`config.mk`:
```
export PLATFORM = sky130hd
export DESIGN_NAME = neuron_feeder
export DESIGN_NICKNAME = d
export VERILOG_FILES = /design/src/rtl/neuron_feeder_pkg.sv /design/src/rtl/feed_buf.sv /design/src/rtl/neuron_feeder.sv
export SDC_FILE = /design/constraint.sdc
export NUM_CORES = 1
export LEC_CHECK = 0
export BUFFER_PORTS_ARGS = -buffer_cell sky130_fd_sc_hd__buf_2
export CORE_MARGIN = 10
export CORE_UTILIZATION = 49
export DETAILED_ROUTE_END_ITERATION = 10
export HOLD_SLACK_MARGIN = 0.08
export PLACE_DENSITY = 0.78
export SYNTH_ARGS = -nofsm -noshare
export SYNTH_HDL_FRONTEND = slang
export SYNTH_SLANG_ARGS = --single-unit
```
`constraint.sdc`:
```
create_clock -name clk -period 2.3 [get_ports clk]
set_input_delay 0.69 -clock clk [delete_from_list [all_inputs] [get_ports clk]]
set_output_delay 0.69 -clock clk [all_outputs]
set_load 0.005 [all_outputs]
```
`src/rtl/neuron_feeder_pkg.sv`:
```
// Shared definitions for the neuron feeder: word width, operand count and
// the feeder FSM state encoding.
package neuron_feeder_pkg;

   localparam int WORD_DATA_W = 32;
   localparam int NEU_IN_NUM  = 7;

   typedef logic [WORD_DATA_W-1:0] word_data_bus_t;

   typedef enum logic [1:0] {
      ST_LOAD = 2'd0,
      ST_ARM  = 2'd1,
      ST_RUN  = 2'd2,
      ST_DONE = 2'd3
   } feed_state_t;

endpackage

```
`src/rtl/feed_buf.sv`:
```
// Operand buffer: seven word registers written one at a time by index,
// presented in parallel to the neuron data inputs.
module feed_buf
   import neuron_feeder_pkg::*;
#(
   parameter int WIDTH = WORD_DATA_W
) (
   input  logic                                clk,
   input  logic                                clr,
   input  logic                                we,
   input  logic [2:0]                          idx,
   input  logic [WIDTH-1:0]                    wdata,
   output logic [NEU_IN_NUM-1:0][WIDTH-1:0]    q
);

   // Indexed slot write with synchronous clear of every slot.
   // NOTE: non-blocking assignments keep register updates order-independent
   // across processes; the slots are cleared on reset because they drive the
   // neuron inputs directly and must not expose stale operands.
   always_ff @(posedge clk) begin
      if (clr) begin
         q <= '0;
      end else if (we) begin
         for (int i = 0; i < NEU_IN_NUM; i++) begin
            if (idx == 3'(i)) q[i] <= wdata;
         end
      end
   end

endmodule

```
`src/rtl/neuron_feeder.sv`:
```
// Producer-side driver for one neuron: collects seven operands, sequences
// the neuron reset/in_rdy through a job under a watchdog, and returns the
// result (or a timeout error) on a valid/ready port.
module neuron_feeder
   import neuron_feeder_pkg::*;
#(
   parameter int WIDTH   = WORD_DATA_W,
   parameter int TIMEOUT = 64
) (
   input  logic             clk,
   input  logic             reset,
   input  logic [WIDTH-1:0] s_data,
   input  logic             s_valid,
   output logic             s_ready,
   output logic             neu_reset,
   output logic             neu_in_rdy,
   output logic [WIDTH-1:0] neu_data_0,
   output logic [WIDTH-1:0] neu_data_1,
   output logic [WIDTH-1:0] neu_data_2,
   output logic [WIDTH-1:0] neu_data_3,
   output logic [WIDTH-1:0] neu_data_4,
   output logic [WIDTH-1:0] neu_data_5,
   output logic [WIDTH-1:0] neu_data_6,
   input  logic [WIDTH-1:0] neu_out,
   input  logic             neu_rdy,
   output logic [WIDTH-1:0] res_data,
   output logic             res_err,
   output logic             res_valid,
   input  logic             res_ready
);

   localparam int WDOG_W = $clog2(TIMEOUT + 1);

   feed_state_t                           state, state_next;
   logic [2:0]                            cnt;
   logic [WDOG_W-1:0]                     wdog;
   logic [NEU_IN_NUM-1:0][WIDTH-1:0]      slot_q;
   logic                                  load_accept;
   logic                                  wdog_last;

   assign load_accept = s_valid && (state == ST_LOAD);
   assign wdog_last   = (wdog == WDOG_W'(TIMEOUT - 1));

   feed_buf #(.WIDTH(WIDTH)) u_feed_buf (
      .clk   (clk),
      .clr   (reset),
      .we    (load_accept),
      .idx   (cnt),
      .wdata (s_data),
      .q     (slot_q)
   );

   assign neu_data_0 = slot_q[0];
   assign neu_data_1 = slot_q[1];
   assign neu_data_2 = slot_q[2];
   assign neu_data_3 = slot_q[3];
   assign neu_data_4 = slot_q[4];
   assign neu_data_5 = slot_q[5];
   assign neu_data_6 = slot_q[6];

   // State register.
   always_ff @(posedge clk) begin
      if (reset) state <= ST_LOAD;
      else       state <= state_next;
   end

   // Next-state logic; handshake/neuron controls decode from state alone.
   // NOTE: every output gets a default first so no path infers a latch.
   always_comb begin
      state_next = state;
      s_ready    = 1'b0;
      neu_reset  = 1'b1;
      neu_in_rdy = 1'b0;
      res_valid  = 1'b0;
      case (state)
         ST_LOAD: begin
            s_ready   = 1'b1;
            neu_reset = 1'b0;
            if (s_valid && cnt == 3'd6) state_next = ST_ARM;
         end
         ST_ARM: begin
            state_next = ST_RUN;
         end
         ST_RUN: begin
            neu_in_rdy = 1'b1;
            if (neu_rdy || wdog_last) state_next = ST_DONE;
         end
         ST_DONE: begin
            neu_in_rdy = 1'b1;
            res_valid  = 1'b1;
            if (res_ready) state_next = ST_LOAD;
         end
         default: state_next = ST_LOAD;
      endcase
   end

   // Operand index and RUN watchdog.
   always_ff @(posedge clk) begin
      if (reset) begin
         cnt  <= 3'd0;
         wdog <= '0;
      end else begin
         if (load_accept) cnt <= (cnt == 3'd6) ? 3'd0 : cnt + 3'd1;
         if (state == ST_ARM)      wdog <= '0;
         else if (state == ST_RUN) wdog <= wdog + 1'b1;
      end
   end

   // Result capture on RUN exit; a late neu_rdy still beats the timeout.
   always_ff @(posedge clk) begin
      if (reset) begin
         res_data <= '0;
         res_err  <= 1'b0;
      end else if (state == ST_RUN) begin
         if (neu_rdy) begin
            res_data <= neu_out;
            res_err  <= 1'b0;
         end else if (wdog_last) begin
            res_data <= '0;
            res_err  <= 1'b1;
         end
      end
   end

endmodule

```
-- After elaboration in Yosys (flattened, before gate mapping)
Index checks and enable logic that the tools add are counted.
W data, S select, Z words.
- add/sub/neg operators: 2
- equality and inequality tests: 13
- muxes and demuxes: 13
- reduce and logical (&&, ||, !) cells: 17
- operator list (cell ; number):
    $mux W32 ; 2
    $reduce_and A2 Y1 ; 8
    $eq A3 B3 Y1 const B ; 3
    $pmux W2 S4 ; 1
    $add A7 B1 Y7 const B ; 1
    $eq A7 B6 Y1 const B ; 1
    $eq A3 B2 Y1 const B ; 2
    $mux W1 ; 6
    $mux W2 ; 3
    $eq A2 B2 Y1 const B ; 2
    $ne A2 B2 Y1 const B ; 2
    $reduce_or A2 Y1 ; 2
    $add A3 B1 Y3 const B ; 1
    $eq A3 B1 Y1 const B ; 1
    $logic_not A3 Y1 ; 1
    $mux W3 ; 1
    $reduce_and A3 Y1 ; 1
    $eq A2 B1 Y1 const B ; 1
    $logic_and A1 B1 Y1 ; 2
    $logic_not A2 Y1 ; 1
    $ne A2 B1 Y1 const B ; 1
    $reduce_bool A2 Y1 ; 1
    $logic_or A1 B1 Y1 ; 1
- flip-flop bits (word level): 269
- input port bits: 69
- output and inout port bits: 261

-- Logic depth before layout (Yosys ltp)
- word-level depth: 4
- depth in mapped cells: 8

-- Modules after synthesis
A second synthesis with hierarchy kept.
- cell total of the unflattened synthesis: 918
- area total of the unflattened synthesis: 10369.9 sq um
- modules (own cells, without submodules) (module ; times used ; cells each ; area an instance (sq um) ; sequential area each (sq um)):
    feed_buf ; 1 ; 770 ; 8700.8 ; 4484.3
    neuron_feeder ; 1 ; 148 ; 1669.1 ; 900.9

-- Worst setup path before layout
OpenSTA, ideal clock, no wires.
- path kind: reg2out
- start point: reg state[0]
- end point: out neu_in_rdy
- data arrival time: 1106 ps
- data required time: 1610 ps
- slack: 504 ps
- cell stages (with the launch flop): 5
- buffers on the path: 1
- cell sequence: dfxtp_1 -> inv_1 -> ha_1 -> buf_2 -> or2_2
- word-level cells in the longest chain between the ends: 3
- elaborated cells between the ends (all ways): 4
- RTL lines (element ; line ; source):
    start, declared ; neuron_feeder.sv:34 ; feed_state_t state, state_next;
    start signal, assigned ; neuron_feeder.sv:64 ; else state <= state_next;
    $eq A2 B2 Y1 ; neuron_feeder.sv:75 ; case (state)
    $reduce_or A2 Y1 (no source line) * ; n/a ;
    $mux W1 * ; neuron_feeder.sv:75 ;
    end, declared ; neuron_feeder.sv:16 ; output logic neu_in_rdy,
Mark *: on every way between the ends. The rest lies on a longest branch, timed or not.

-- Worst setup path after layout
Ends and elaborated chain as after synthesis.

==> impl_metrics.csv <==
group,metric,value,unit
global_routing,grt-ovfl-total,0,
clocking,cts_tree,"built",
synthesis,synth_nets,1216,
synthesis,synth.cell_area,9373,µm²
die,die_x,158.3,µm
critical_path,cp.arrival,1.55,ns
global_routing,grt_first_pass_wirelength,47860,µm
global_routing,globalRouteTotalUtil,0.2392,
clocking,cts_made_buffers,27,
hold_path,holdPathEnd,"res_err",
power,pwr_density_cell,900.9,nW/µm²
die,die_h,158.3,µm
drt,routed_wl,31770,µm
clocking,clk_pin_slew_worst_paths,0.06,ns
status,status,"complete, no violations",
clocking,clockRootBuffer,"clkbuf_16",
critical_path,r2r-start,"state[1]",
clocking,cts.sinks,269,
synthesis,synthArstFlopShare,0,
die,rows,50,
cells_and_area,drive_gt1_frac,0.2851,
drt,first_pass_iters,5,
drt,route.detailed.drc,0,
critical_path,r2r-end,"u_feed_buf.q[2]",
cells_and_area,n_antenna_cell,0,
job,maxCapViolations,0,
cells_and_area,final_cell_area,12190,µm²
critical_path,crit_required,1.61,ns
place,placed_cell_area,11250,µm²
die,design.core.area,18770,µm²
sta,finalClockSkew,0.01398,ns
cells_and_area,utilization,0.6495,
sta,tightest_slew,1.083,ns
critical_path,path_class,"reg2out",
sta,rsz0062_at_grt,"false",
hold_path,hold_depth,2,
global_routing,grt_pass1_vias,8689,
cells_and_area,final_nets,1518,
synthesis,synthFlopType,"dfxtp_1",
drt,wl_per_cell,18.76,µm
sta,max_slew_margin,0.2782,
sta,finalCriticalPeriod,2.243,ns
sta,totalNegativeSetupSlack,0,ns
critical_path,r2r_cells,7,
sta,hold_ws,0.3784,ns
global_routing,antenna_found_initial,0,
clocking,h-tree-depth,1,
drt,ant_nets,0,
sta,max_freq,445.9,MHz
sta,final_max_slew_viol_count,0,
critical_path,end_kind,"output port",
synthesis,avgSynthCellArea,8.222,µm²
synthesis,synth-seq-area-share,0.5746,
power,ir_drop,506.7,µV
die,initial_utilization,0.4994,
place,port_buffers,329,
clocking,worstSkewPairLatency,0.53,ns
critical_path,startpoint,"state[0]",
synthesis,yosysWarnings,0,
hold_path,min-delay-path-class,"in2reg",
critical_path,reg2reg_slack,0.36,ns
critical_path,critPathMaxFanout,5,
die,die-area,25060,µm²
synthesis,synth-edff-count,0,
critical_path,crit_path_start_kind,"flip-flop",
global_routing,grt_max_degree,228,
die,io_pins,330,
drt,drt_iter0_markers,520,
sta,setup_violations,0,
synthesis,syn_inst,1140,
power,leakagePower,5.304,nW
place,gp_congestion,0.8266,
synthesis,synth_cell_type_count,35,
place,place_hpwl,22060,µm
clocking,clock_path_buffers,3,
sta,hold_viol,0,
cells_and_area,area_growth,30.05,%
synthesis,ys_ff_latch,269,
drt,viasPerCell,5.281,
drt,vias,8940,
hold_path,hold_path.startpoint,"reset",
sta,min_period_over_period,0.9750,
clocking,cts_setup_buffers,0,
-- worst max path at each step --
| stage | end | slack (ns) | cells after the start |
|---|---|---|---|
| 5_1_grt | neu_reset | 0.01 | 4 |
| 3_5_place_dp | res_data[11] | 0.20 | 4 |
| 3_3_place_gp | res_data[14] | 0.25 | 4 |
| 2_1_floorplan | neu_in_rdy | 0.50 | 4 |
| 6_report | neu_in_rdy | 0.06 | 4 |
| 4_1_cts | neu_in_rdy | 0.01 | 4 |
-- cell families (layout without fill, tap and decap cells) --
| kind of cell | Yosys count | in the layout | synth area share |
|---|---|---|---|
| AO/OA/AOI/OAI | 274 | 274 | 0.1611 |
| XOR/XNOR | 4 | 4 | 0.003739 |
| adder cells (fa/ha/maj) | 7 | 7 | 0.009344 |
| buffers and inverters | 91 | 410 | 0.04285 |
| flip-flops | 269 | 269 | 0.5746 |
| multiplexers | 1 | 1 | 0.001068 |
| AND/OR/NAND/NOR | 494 | 494 | 0.2073 |
-- report_power, final --
part	internal [mW]	total, mW	switching [mW]
registers	4.90	5.05	0.151
clock network	2.73	4.49	1.76
logic	0.527	1.44	0.911
total	8.16	11.0	2.82
-- Yosys cell counts, drive strengths merged, types with 2 or more instances --
library cell	instances	area, µm²
a211oi	2	15.01
a21oi	232	1161
a22o	32	280.3
and3	2	12.51
buf	33	183.9
clkbuf	52	195.2
dfxtp	269	5385
ha	7	87.58
inv	6	22.52
nand2	454	1707
nand2b	2	12.51
nand3	2	10.01
nand4	3	18.77
nand4b	2	17.52
nor2	13	48.80
nor3	4	30.03
o21a	2	15.01
o21ai	3	15.01
or2	3	18.77
or3	4	25.02
xor2	3	26.28
-- critical path, cell delays in order, from the launching register on --
cell	delay (ns)
dfxtp_2	0.36
inv_2	0.08
ha_4	0.18
or2_2	0.29
buf_2	0.13
-- cell usage in the layout (no fill, tap or decap), types with 4 or more instances in the layout --
cell and instances:
nor2_1 10, clkbuf_16 27, inv_1 5, clkbuf_8 8, a22o_1 32, dfxtp_1 268, or3_1 4, buf_4 26
a21oi_1 231, nand2_1 453, buf_2 328, ha_1 5, clkinv_2 4
-- metrics by stage --
step	total power, mW	setup slack (ns)	std cells
finish	10.98	0.05740	1693
CTS	11.05	0.01133	1693
global route	11.45	0.01270	1693
global placement	6.526	0.2506	1647
detailed placement	6.558	0.1990	1647
floorplan	5.887	0.5038	1140
-- layout make-up --
| cell class | count | area, µm² |
|---|---|---|
| well taps | 234 | 292.8 |
| fillers | 1593 | 6579 |
| flip-flops and latches | 269 | 5386 |
| multi-input cells | 780 | 3664 |
| clock buffers | 38 | 797.0 |
| repair buffers | 358 | 1908 |
| clock inverters | 8 | 118.9 |
| inverters | 6 | 22.52 |
-- registers in the layout, summed over array words and instances (netlist names) --
| signal | flops |
|---|---|
| wdog | 7 |
| cnt | 3 |
| res_data | 32 |
| res_err | 1 |
| state | 2 |
| u_feed_buf.q | 224 |
-- timing repair --
| item | CTS | global route |
|---|---|---|
| hold buffers | 0 | 0 |
| resized for setup | 4 | 2 |
| endpoints found under the setup margin | 2 | 2 |
-- routing by layer --
layer,GRT usage,vias to the layer above,wire length (µm)
met4,0.08072,0,899
li1,-,4323,-
met3,0.07501,63,3471
met2,0.4058,438,15410
met5,0,-,0
met1,0.2802,4116,11980
(Power assumes the default switching activity.)
